==> config.mk <==
export PLATFORM = sky130hd
export DESIGN_NAME = uart_wb_arbiter_flat
export DESIGN_NICKNAME = d
export VERILOG_FILES = /design/src/rtl/uart_wb_arbiter_if.sv /design/src/rtl/uart_wb_arbiter.sv /design/src/flat_wrapper.sv
export SDC_FILE = /design/constraint.sdc
export NUM_CORES = 1
export LEC_CHECK = 0
export ABC_CLOCK_PERIOD_IN_PS = 1800
export CAP_MARGIN = 10
export CORE_AREA = 2 2 86 88
export DETAILED_ROUTE_END_ITERATION = 6
export DIE_AREA = 0 0 88 90
export PLACE_DENSITY = 0.56
export SLEW_MARGIN = 10
export SYNTH_ARGS = -nofsm -noshare
export SYNTH_HDL_FRONTEND = slang
export SYNTH_SLANG_ARGS = --single-unit
==> constraint.sdc <==
create_clock -name wb_clk -period 1.8 [get_ports wb_clk]
set_input_delay 0.27 -clock wb_clk [delete_from_list [all_inputs] [get_ports wb_clk]]
set_output_delay 0.27 -clock wb_clk [all_outputs]
set_load 0.02 [all_outputs]
==> src/rtl/uart_wb_arbiter_if.sv <==
// Wishbone-style register port bundle used on both sides of the UART arbiter.
//
// Signals:
//   stb    request strobe, held by the requester until ack/err
//   we     UART polarity: 0 = write, 1 = read
//   addr   2-bit UART register address
//   wdata  8-bit write data
//   rdata  8-bit read data
//   ack    transfer done
//   err    transfer timed out (master-facing ports only)
//
// Modports:
//   master     a requester (CPU or loader) driving a request
//   slave      the arbiter's view of a requester port
//   initiator  the arbiter's view of the UART, which has no err line
interface uart_wb_arbiter_if;
  logic       stb;
  logic       we;
  logic [1:0] addr;
  logic [7:0] wdata;
  logic [7:0] rdata;
  logic       ack;
  logic       err;

  modport master    (output stb, we, addr, wdata, input  rdata, ack, err);
  modport slave     (input  stb, we, addr, wdata, output rdata, ack, err);
  modport initiator (output stb, we, addr, wdata, input  rdata, ack);
endinterface

==> src/rtl/uart_wb_arbiter.sv <==
// Two-master round-robin arbiter and transaction sequencer for the UART
// register port. Each request is latched on grant, driven to the UART with a
// stb/ack handshake, and guarded by a watchdog that answers with an error
// (and ERR_DATA) when the UART fails to ack within TIMEOUT edges.
//
// Ports:
//   wb_clk  clock, all logic on the rising edge
//   reset   synchronous, active-high
//   m0      CPU-side master port (slave modport)
//   m1      boot/debug loader master port (slave modport)
//   s       UART register port (initiator modport)
//   grant   one-hot owner of the current transfer, 00 when idle
module uart_wb_arbiter #(
  parameter int unsigned TIMEOUT  = 16,
  parameter logic [7:0]  ERR_DATA = 8'hFF
) (
  input  logic                  wb_clk,
  input  logic                  reset,
  uart_wb_arbiter_if.slave      m0,
  uart_wb_arbiter_if.slave      m1,
  uart_wb_arbiter_if.initiator  s,
  output logic [1:0]            grant
);

  typedef enum logic [1:0] {IDLE, WAIT_ACK, HOLD} state_t;

  localparam logic [7:0] LAST_CNT = 8'(TIMEOUT - 1);

  state_t          state_q, state_d;
  logic            owner_q, owner_d;
  logic            last_q, last_d;
  logic [7:0]      cnt_q, cnt_d;
  logic [1:0]      grant_q, grant_d;
  logic            s_stb_q, s_stb_d;
  logic            s_we_q, s_we_d;
  logic [1:0]      s_addr_q, s_addr_d;
  logic [7:0]      s_wdata_q, s_wdata_d;
  logic [1:0]      ack_q, ack_d;
  logic [1:0]      err_q, err_d;
  logic [1:0][7:0] rdata_q, rdata_d;
  logic            owner_stb;
  logic            winner;

  always_comb begin
    state_d   = state_q;
    owner_d   = owner_q;
    last_d    = last_q;
    cnt_d     = cnt_q;
    grant_d   = grant_q;
    s_stb_d   = s_stb_q;
    s_we_d    = s_we_q;
    s_addr_d  = s_addr_q;
    s_wdata_d = s_wdata_q;
    ack_d     = ack_q;
    err_d     = err_q;
    rdata_d   = rdata_q;
    owner_stb = owner_q ? m1.stb : m0.stb;
    winner    = 1'b0;

    case (state_q)
      IDLE: begin
        // A lingering s_ack from the previous transfer must not be credited
        // to the next owner, so no grant is issued until it has dropped.
        if (!s.ack && (m0.stb || m1.stb)) begin
          // On a tie the master that did not own the bus last time wins.
          winner    = (m0.stb && m1.stb) ? ~last_q : m1.stb;
          owner_d   = winner;
          grant_d   = winner ? 2'b10 : 2'b01;
          s_we_d    = winner ? m1.we    : m0.we;
          s_addr_d  = winner ? m1.addr  : m0.addr;
          s_wdata_d = winner ? m1.wdata : m0.wdata;
          s_stb_d   = 1'b1;
          cnt_d     = 8'd0;
          state_d   = WAIT_ACK;
        end
      end

      WAIT_ACK: begin
        // An ack arriving on the final watchdog edge still counts as success.
        if (s.ack) begin
          rdata_d[owner_q] = s.rdata;
          ack_d[owner_q]   = 1'b1;
          s_stb_d          = 1'b0;
          state_d          = HOLD;
        end else if (cnt_q == LAST_CNT) begin
          rdata_d[owner_q] = ERR_DATA;
          err_d[owner_q]   = 1'b1;
          s_stb_d          = 1'b0;
          state_d          = HOLD;
        end else begin
          cnt_d = cnt_q + 8'd1;
        end
      end

      HOLD: begin
        // ack/err follow the owner's stb, so an owner that already let go
        // sees the response for a single cycle. The bus is only released
        // once the UART has also dropped its ack.
        if (!owner_stb) begin
          ack_d = 2'b00;
          err_d = 2'b00;
          if (!s.ack) begin
            grant_d = 2'b00;
            last_d  = owner_q;
            state_d = IDLE;
          end
        end
      end

      default: state_d = IDLE;
    endcase
  end

  always_ff @(posedge wb_clk) begin
    if (reset) begin
      state_q   <= IDLE;
      owner_q   <= 1'b0;
      last_q    <= 1'b1;
      cnt_q     <= 8'd0;
      grant_q   <= 2'b00;
      s_stb_q   <= 1'b0;
      s_we_q    <= 1'b0;
      s_addr_q  <= 2'b00;
      s_wdata_q <= 8'h00;
      ack_q     <= 2'b00;
      err_q     <= 2'b00;
      rdata_q   <= '0;
    end else begin
      state_q   <= state_d;
      owner_q   <= owner_d;
      last_q    <= last_d;
      cnt_q     <= cnt_d;
      grant_q   <= grant_d;
      s_stb_q   <= s_stb_d;
      s_we_q    <= s_we_d;
      s_addr_q  <= s_addr_d;
      s_wdata_q <= s_wdata_d;
      ack_q     <= ack_d;
      err_q     <= err_d;
      rdata_q   <= rdata_d;
    end
  end

  assign m0.rdata = rdata_q[0];
  assign m0.ack   = ack_q[0];
  assign m0.err   = err_q[0];
  assign m1.rdata = rdata_q[1];
  assign m1.ack   = ack_q[1];
  assign m1.err   = err_q[1];
  assign s.stb    = s_stb_q;
  assign s.we     = s_we_q;
  assign s.addr   = s_addr_q;
  assign s.wdata  = s_wdata_q;
  assign grant    = grant_q;

endmodule

==> src/flat_wrapper.sv <==
// flat-port wrapper written by rule: the top's interface ports become plain ports
module uart_wb_arbiter_flat 
#(
  parameter int unsigned TIMEOUT  = 16,
  parameter logic [7:0]  ERR_DATA = 8'hFF
)
  (wb_clk, reset, grant, m0_stb, m0_we, m0_addr, m0_wdata, m0_rdata, m0_ack, m0_err, m1_stb, m1_we, m1_addr, m1_wdata, m1_rdata, m1_ack, m1_err, s_stb, s_we, s_addr, s_wdata, s_rdata, s_ack);
  uart_wb_arbiter_if m0_i ();
  uart_wb_arbiter_if m1_i ();
  uart_wb_arbiter_if s_i ();
  input  logic wb_clk;
  input  logic reset;
  output logic [1:0] grant;
  input wire logic [$bits(m0_i.stb)-1:0] m0_stb;
  input wire logic [$bits(m0_i.we)-1:0] m0_we;
  input wire logic [$bits(m0_i.addr)-1:0] m0_addr;
  input wire logic [$bits(m0_i.wdata)-1:0] m0_wdata;
  output wire logic [$bits(m0_i.rdata)-1:0] m0_rdata;
  output wire logic [$bits(m0_i.ack)-1:0] m0_ack;
  output wire logic [$bits(m0_i.err)-1:0] m0_err;
  input wire logic [$bits(m1_i.stb)-1:0] m1_stb;
  input wire logic [$bits(m1_i.we)-1:0] m1_we;
  input wire logic [$bits(m1_i.addr)-1:0] m1_addr;
  input wire logic [$bits(m1_i.wdata)-1:0] m1_wdata;
  output wire logic [$bits(m1_i.rdata)-1:0] m1_rdata;
  output wire logic [$bits(m1_i.ack)-1:0] m1_ack;
  output wire logic [$bits(m1_i.err)-1:0] m1_err;
  output wire logic [$bits(s_i.stb)-1:0] s_stb;
  output wire logic [$bits(s_i.we)-1:0] s_we;
  output wire logic [$bits(s_i.addr)-1:0] s_addr;
  output wire logic [$bits(s_i.wdata)-1:0] s_wdata;
  input wire logic [$bits(s_i.rdata)-1:0] s_rdata;
  input wire logic [$bits(s_i.ack)-1:0] s_ack;
  assign m0_i.stb = m0_stb;
  assign m0_i.we = m0_we;
  assign m0_i.addr = m0_addr;
  assign m0_i.wdata = m0_wdata;
  assign m0_rdata = m0_i.rdata;
  assign m0_ack = m0_i.ack;
  assign m0_err = m0_i.err;
  assign m1_i.stb = m1_stb;
  assign m1_i.we = m1_we;
  assign m1_i.addr = m1_addr;
  assign m1_i.wdata = m1_wdata;
  assign m1_rdata = m1_i.rdata;
  assign m1_ack = m1_i.ack;
  assign m1_err = m1_i.err;
  assign s_stb = s_i.stb;
  assign s_we = s_i.we;
  assign s_addr = s_i.addr;
  assign s_wdata = s_i.wdata;
  assign s_i.rdata = s_rdata;
  assign s_i.ack = s_ack;
  uart_wb_arbiter #(.TIMEOUT(TIMEOUT), .ERR_DATA(ERR_DATA)) u_core (.wb_clk(wb_clk), .reset(reset), .m0(m0_i), .m1(m1_i), .s(s_i), .grant(grant));
endmodule
; Word level (Yosys, flattened, before mapping)
; Index checks and enable logic that the tools add are counted.
[totals]
in_bits = 35
out_inout_bits = 34
register_bits = 46
wordCells = 87
[op_classes]
n_bitwise = 6
n_eq_ne = 11
n_reduce_logical = 19
n_addsub = 1
magnitude_cmp = 2
mux = 35
[op_table]
columns = op, n
row1 = 8-bit 2-to-1 mux, 5
row2 = 16-bit 2-to-1 mux, 2
row3 = 2-bit 2-to-1 mux, 12
row4 = 16-bit bitwise mux, 1
row5 = 16-bit OR, 1
row6 = 8-bit one-hot mux with 2 select lines, 1
row7 = 4-bit AND reduction, 4
row8 = 2-bit one-hot mux with 2 select lines, 3
row9 = "2-bit inequality test, second input constant", 5
row10 = 3-bit AND reduction, 3
row11 = "8-bit by 1-bit adder with 8-bit output, second input constant", 1
row12 = 8-bit demux with 1-bit select, 1
row13 = "8-bit by 4-bit equality test with 1-bit output, second input constant", 1
row14 = 2-bit nonzero test, 4
row15 = 1-bit 2-to-1 mux, 7
row16 = 2-bit one-hot mux with 3 select lines, 1
row17 = "2-bit by 1-bit inequality test with 1-bit output, second input constant", 2
row18 = 2-bit OR, 2
row19 = 2-bit AND reduction, 2
row20 = 1-bit logical AND, 3
row21 = "3-bit by 2-bit inequality test with 1-bit output, second input constant", 1
row22 = 1-bit NOT, 3
row23 = "2-bit by 1-bit equality test with 1-bit output, second input constant", 1
row24 = "2-bit equality test, second input constant", 1
row25 = 7 further kinds, 7

; Logic depth before layout (Yosys ltp)
; Gate-level depths: netlist of the first run.
[depth]
depth_word = 8
mapped_depth = 6
depth_no_buf = 5

; Worst setup path after synthesis of the first run
; No wires, ideal clock.
[synth_timing]
kind = register to register
start = register u_core.cnt_q[0]
end = register u_core.cnt_q[7]
arrival_ns = 1.648
setup_time_ns = 0.074
setup_slack_ns = 0.077
period_less_slack_ns = 1.723
path_buffers = 0
stages_incl_launch_ff = 6
t_required_ns = 1.726
path_cell_list = dfxtp_1 ha_1 and3_1 a211o_1 or4_1 a31oi_1
[synth_between]
elab_chain_len = 4
elab_cells_between_ends = 7
cone_classes = add/sub (1) / eq/ne (2) / mux (3) / reduce/logical (1)
[synth_lines]
columns = element, line_no
row1 = "start, declared", uart_wb_arbiter.sv:32  ; logic [7:0] cnt_q, cnt_d;
row2 = "start signal, assigned", uart_wb_arbiter.sv:132  ; cnt_q <= cnt_d;
row3 = 8-bit by 1-bit adder with 8-bit output, uart_wb_arbiter.sv:91  ; cnt_d = cnt_q + 8'd1;
row4 = 8-bit 2-to-1 mux, uart_wb_arbiter.sv:85  ; end else if (cnt_q == LAST_CNT) begin
row5 = 8-bit 2-to-1 mux, uart_wb_arbiter.sv:80  ; if (s.ack) begin
row6 = 8-bit one-hot mux with 2 select lines, uart_wb_arbiter.sv:60  ; case (state_q)
; Several ways; a longest one is shown, not always the timed one. The select of a mux whose other input is x is not followed.
; A chain may end at the register's enable or synchronous reset.

; Worst setup path after layout of the first run
[layout_timing]
start = register u_core.cnt_q[0]
end = register u_core.cnt_q[6]
; Same word-level chain as after synthesis.

==> results.py, run 1 <==
metrics = {
    "run_status": {
        "status": "completed",
    },
    "sta": {
        "fmaxAchievable_mhz": 589,
        "fin_crit_sh_pct": 94.3,
        "rsz0062_at_grt": "false",
        "worstMarginPinSlew_ns": 0.381,
        "report.final.slew_viol_count": 0,
        "maxSlewHeadroom_pct": 74.6,
        "period_minus_slack_ns": 1.70,
        "setup_violations": 0,
        "timing.final.hold_violations": 0,
        "holdWs_ns": 0.464,
        "clock_skew_ns": 0.00993,
    },
    "global_routing": {
        "grt_pass1_wl_um": 7760,
        "grt_pass1_vias": 1677,
        "track_usage_pct": 12.2,
        "grt-ovfl-total": 0,
        "grt_start_max_net_pins": 24,
        "grt_antenna_before_repair": 0,
    },
    "layout": {
        "final_common_cell": "clkdlybuf4s50_1",
        "multi_input_area_um2": 918,
        "final_layout_size_suffix_gt1_share_pct": 17.1,
        "areaGrowthSynthToFinish_pct": 56.1,
        "regArea_um2": 923,
        "nets": 315,
        "nFillCells": 707,
        "final_util_pct": 42.5,
        "final_cell_mix": "clkdlybuf4s50_1, dfxtp_1, buf_4, nor2_1, nand3_1",
        "antenna_cells": 0,
    },
    "clocking": {
        "cts.clk_slew.worst_paths_ns": 0.10,
        "cts_root_buffer": "clkbuf_8",
        "clkLatencyLatePin_ns": 0.30,
        "cts_buffer_depth": 2,
        "ctsHtreeMaxLevel": 2,
        "numCtsBuffers": 5,
        "cts_tree": "done",
        "clock-sinks": 46,
    },
    "place": {
        "post-dp-hpwl_um": 3540,
        "gp_congestion": 0.775,
        "port_buffers": 68,
    },
    "drt": {
        "avgViaCountPerCell": 4.74,
        "drtAntennaViolNets": 0,
        "dr.pass1.iters": 4,
        "wire_per_inst_um": 12.7,
        "num_vias": 1797,
        "drtIter0Drc": 54,
        "drc_errors": 0,
        "routed_wirelength_um": 4830,
    },
    "worst_setup_path": {
        "path_class": "reg -> reg",
        "critPathCaptureType": "flop",
        "cp_max_fo": 5,
        "arrival_ns": 1.93,
        "worstRegToRegCells": 6,
        "cp.required_ns": 2.03,
        "crit_start": "u_core.cnt_q[0]",
        "crit_end": "u_core.cnt_q[6]",
        "r2r_slack_ns": 0.10,
        "r2r_end": "u_core.cnt_q[6]",
        "startpoint_type": "flop",
        "r2r-start": "u_core.cnt_q[0]",
    },
    "synth": {
        "synthSimpleGateAreaFrac_pct": 14.9,
        "synthAdderAreaFrac_pct": 0.654,
        "synth_fp_nets": 230,
        "yosys_register_bits": 46,
        "ys_warn_count": 0,
        "synth_top_area_cell": "dfxtp_1",
        "syn_inst": 194,
        "synth.area.top_cells": "dfxtp_1, mux2i_1, o221a_1",
        "synth_compound_area_share_pct": 25.3,
        "synthArstFlopShare_pct": 0,
        "yosysUniqueCellTypes": 38,
        "ys.flop_type": "dfxtp_1",
        "synth_edf_count": 0,
        "synth_xor_area_share_pct": 0,
        "synthMuxAreaShare_pct": 6.81,
        "syn_area_per_cell_um2": 9.85,
        "synthesis.area_mm2": 0.00191,
        "yosysSeqAreaShare_pct": 48.2,
        "synth_top_family_by_area": "compound AO/OA/AOI/OAI gates",
        "synth_top_area_share_pct": 48.2,
    },
    "die": {
        "die_y_um": 90,
        "io_pins": 69,
        "core.rowCount": 31,
        "core_area_mm2": 0.00702,
        "dieArea_mm2": 0.00792,
        "die_w_um": 88,
        "initial_utilization_pct": 27.2,
    },
    "job": {
        "maxCapViolCount": 0,
    },
    "pwr": {
        "p_leak_uw": 0.00105,
        "ir_worst_vdd_mv": 0.448,
        "cellPowerDensity_mw_per_mm2": 775,
    },
    "worst_hold_path": {
        "hp-class": "reg -> reg",
    },
}
[worst max-delay path, stage by stage, from the launching register on]
cell	delay, ns
dfxtp_2	0.33
ha_2	0.18
and3_4	0.18
a211o_1	0.34
buf_4	0.15
or3_1	0.33
a31oi_1	0.12
[flip-flops by register name (all words and copies together) (netlist names)]
name,cells
u_core.cnt_q,8
u_core.m0.rdata,8
u_core.m1.rdata,8
u_core.s.wdata,8
u_core.ack_q,2
u_core.err_q,2
u_core.grant,2
u_core.s.addr,2
u_core.state_q,2
u_core.last_q,1
u_core.owner_q,1
u_core.s.stb,1
u_core.s.we,1
[cell usage after synthesis, drive strengths merged, types with 3 or more instances]
cell type / number
a31oi: 5
nand3: 14
or3: 3
o21ai: 3
or4: 3
nor2: 16
o211ai: 4
mux2i: 13
clkbuf: 8
nand2: 8
buf: 5
inv: 5
a21oi: 10
dfxtp: 46
a211oi: 11
o221a: 16
nor3: 4
a21boi: 3
[through the flow]
step	area [um2]	power, uW	setup WS [ns]	cells	setup TNS [ns]
global placement	2850	1530	-0.0661	370	-0.470
CTS	2970	2340	0.00516	378	0
floorplan	1910	1300	0.0774	194	0
global route	2980	2420	0.0123	379	0
finish	2980	2310	0.103	379	0
detailed placement	2850	1530	-0.105	370	-1.25
[per-layer routing]
metal	wire [um]	track usage (%)	up-vias
li1	-	-	904
met1	2190	15.5	815
met2	2170	18.9	72
met3	416	5.33	6
met4	47	2.95	0
met5	0	0	-
[repair_timing]
action                                  in CTS  in global routing
buffers inserted                             0                  1
endpoints found under the setup margin       0                  5
hold buffers                                 0                  0
resized for setup                            0                  4
endpoints found under the hold margin        0                  0
[worst min-delay path by stage]
stage	start	endpoint	slack, ns	cells past startpoint
final	u_core.ack_q[0]	u_core.ack_q[0]	0.46	2
after global routing	u_core.ack_q[0]	u_core.ack_q[0]	0.50	2
after CTS	u_core.ack_q[0]	u_core.ack_q[0]	0.47	2
after detailed placement	u_core.ack_q[0]	u_core.ack_q[0]	0.45	2
after global placement	u_core.err_q[1]	u_core.err_q[1]	0.45	1
after floorplan	s_rdata[0]	u_core.m0.rdata[0]	0.44	1
[power by group]
group | internal [uW] | switching [uW] | leakage, uW
Sequential | 1060 | 25.8 | 0.000376
Clock | 423 | 381 | 0.0000563
Combinational | 229 | 192 | 0.000615
[kinds of logic after synthesis]
family          count (synthesis)
compound gates                 60
flops                          46
fa+ha+maj                       1
mux                            13
buf+inv                        19
simple gates                   55
[layout make-up]
class	instances	area share (%)
multi-input cells	129	30.8
well taps	99	4.15
repair buffers	91	29.4
inverters	6	0.755
clock buffers	5	2.31
flip-flops and latches	46	30.9
clock inverters	3	1.64
Note: power is estimated with default switching activity, not from simulation.
==> run 2: changes to the inputs <==
Settings changed: REMOVE_ABC_BUFFERS set to 1, SKIP_CTS_REPAIR_TIMING set to 1.
==> run 2 against run 1 <==
Register-to-register slack got worse by 0.06 ns. Worst hold slack got worse by 0.013 ns. Via count fell by 1.3%. Die area unchanged. First-iteration DRC count is 41% higher. Critical path depth is the same. Sequential power about the same. Clock skew is 0.0014 ns lower. Sequential share of layout area is essentially flat. Non-clock buffer count shrank 1. Critical path type unchanged. Highest routed layer unchanged.
==> results.py, run 2 (synthesized netlist as in run 1, its figures left out) <==
metrics = {
    "die": {
        "die_w_um": 88,
        "dieArea_mm2": 0.00792,
        "initial_utilization_pct": 27.2,
        "core.rowCount": 31,
        "io_pins": 69,
        "die_y_um": 90,
        "core_area_mm2": 0.00702,
    },
    "layout": {
        "antenna_cells": 0,
        "final_cell_mix": "clkdlybuf4s50_1, dfxtp_1, buf_4, nor2_1, nand3_1",
        "regArea_um2": 922,
        "nets": 314,
        "final_util_pct": 42.4,
        "nFillCells": 699,
        "multi_input_area_um2": 918,
        "fin_cells": 378,
        "areaGrowthSynthToFinish_pct": 55.6,
        "final_layout_size_suffix_gt1_share_pct": 16.5,
        "final_common_cell": "clkdlybuf4s50_1",
    },
    "clocking": {
        "clock-sinks": 46,
        "cts_root_buffer": "clkbuf_8",
        "clkLatencyLatePin_ns": 0.30,
        "cts_tree": "done",
        "cts.clk_slew.worst_paths_ns": 0.09,
        "numCtsBuffers": 5,
        "ctsHtreeMaxLevel": 2,
        "cts_buffer_depth": 2,
    },
    "pwr": {
        "total_power_uw": 2300,
        "ir_worst_vdd_mv": 0.339,
        "cellPowerDensity_mw_per_mm2": 773,
        "p_leak_uw": 0.00104,
    },
    "place": {
        "post-dp-hpwl_um": 3550,
        "dp_cells": 369,
        "gp_congestion": 0.782,
        "port_buffers": 68,
    },
    "drt": {
        "drc_errors": 0,
        "drtAntennaViolNets": 0,
        "routed_wirelength_um": 4750,
        "wire_per_inst_um": 12.6,
        "num_vias": 1774,
        "avgViaCountPerCell": 4.69,
        "dr.pass1.iters": 4,
        "drtIter0Drc": 76,
    },
    "sta": {
        "holdWs_ns": 0.450,
        "worstMarginPinSlew_ns": 0.364,
        "maxSlewHeadroom_pct": 75.7,
        "clock_skew_ns": 0.00851,
        "fin_tns_setup_ns": 0,
        "timing.final.hold_violations": 0,
        "fin_crit_sh_pct": 97.8,
        "period_minus_slack_ns": 1.76,
        "fmaxAchievable_mhz": 568,
        "report.final.slew_viol_count": 0,
        "setup_violations": 0,
    },
    "global_routing": {
        "grt_antenna_before_repair": 0,
        "grt_pass1_vias": 1687,
        "grt_pass1_wl_um": 7700,
        "track_usage_pct": 12.0,
        "grt-ovfl-total": 0,
        "grt_start_max_net_pins": 24,
    },
    "worst_setup_path": {
        "crit_chain": "ha_2 > and3_4 > a211o_1 > buf_4 > or3_1 > a31oi_1",
        "crit_slowest_cell": "dfxtp_1",
        "cp_max_fo": 5,
        "path_class": "reg -> reg",
        "critPathCaptureType": "flop",
        "critPathMaxStageDelay_ns": 0.34,
        "startpoint_type": "flop",
        "arrival_ns": 1.99,
        "cp.required_ns": 2.03,
    },
    "run_status": {
        "status": "completed",
    },
    "worst_hold_path": {
        "hp-class": "reg -> reg",
    },
    "job": {
        "maxCapViolCount": 0,
    },
}
-- run 2: worst paths after layout --
kind	startpoint	to	slack, ns	depth (start not counted)
worst max-delay path	u_core.cnt_q[1]	u_core.cnt_q[6]	0.04	6
worst min-delay path	u_core.ack_q[0]	u_core.ack_q[0]	0.45	2
worst max register to register	u_core.cnt_q[1]	u_core.cnt_q[6]	0.04	6
worst min register to register	u_core.ack_q[0]	u_core.ack_q[0]	0.45	2
-- run 2: layout make-up --
type / instances / area share [%]
sequential: 46 / 31.0
clock inverter: 3 / 1.64
tap: 99 / 4.16
inverter: 6 / 0.757
clock buffer: 5 / 2.31
timing repair buffer: 90 / 29.3
multi-input combinational: 129 / 30.9
-- run 2: through the flow --
stage | worst slack, ns | area [um2]
2_1_floorplan | -0.0410 | 1850
3_3_place_gp | -0.0362 | 2840
3_5_place_dp | -0.0400 | 2840
4_1_cts | 0.0256 | 2960
5_1_grt | -0.0114 | 2980
6_report | 0.0400 | 2980
-- run 2: per-layer routing --
| layer | wire [um] | track usage [%] | part of all wire [%] |
|---|---|---|---|
| met5 | 0 | 0 | 0 |
| met4 | 45 | 2.69 | 0.95 |
| met3 | 444 | 5.14 | 9.4 |
| met2 | 2100 | 18.6 | 44 |
| met1 | 2150 | 15.4 | 45 |
-- run 2: power breakdown --
group          internal (uW)  total [uW]  switching, uW
clock                    423         795            372
sequential              1060        1090           27.1
combinational            225         415            190
total                   1710        2300            588
-- run 2: critical path: cells and delay by family (launching register included) --
kind            cells  cell delay (ns)
compound gates      2             0.49
fa+ha+maj           1             0.18
buf+inv             1             0.16
flops               1             0.34
simple gates        2             0.51
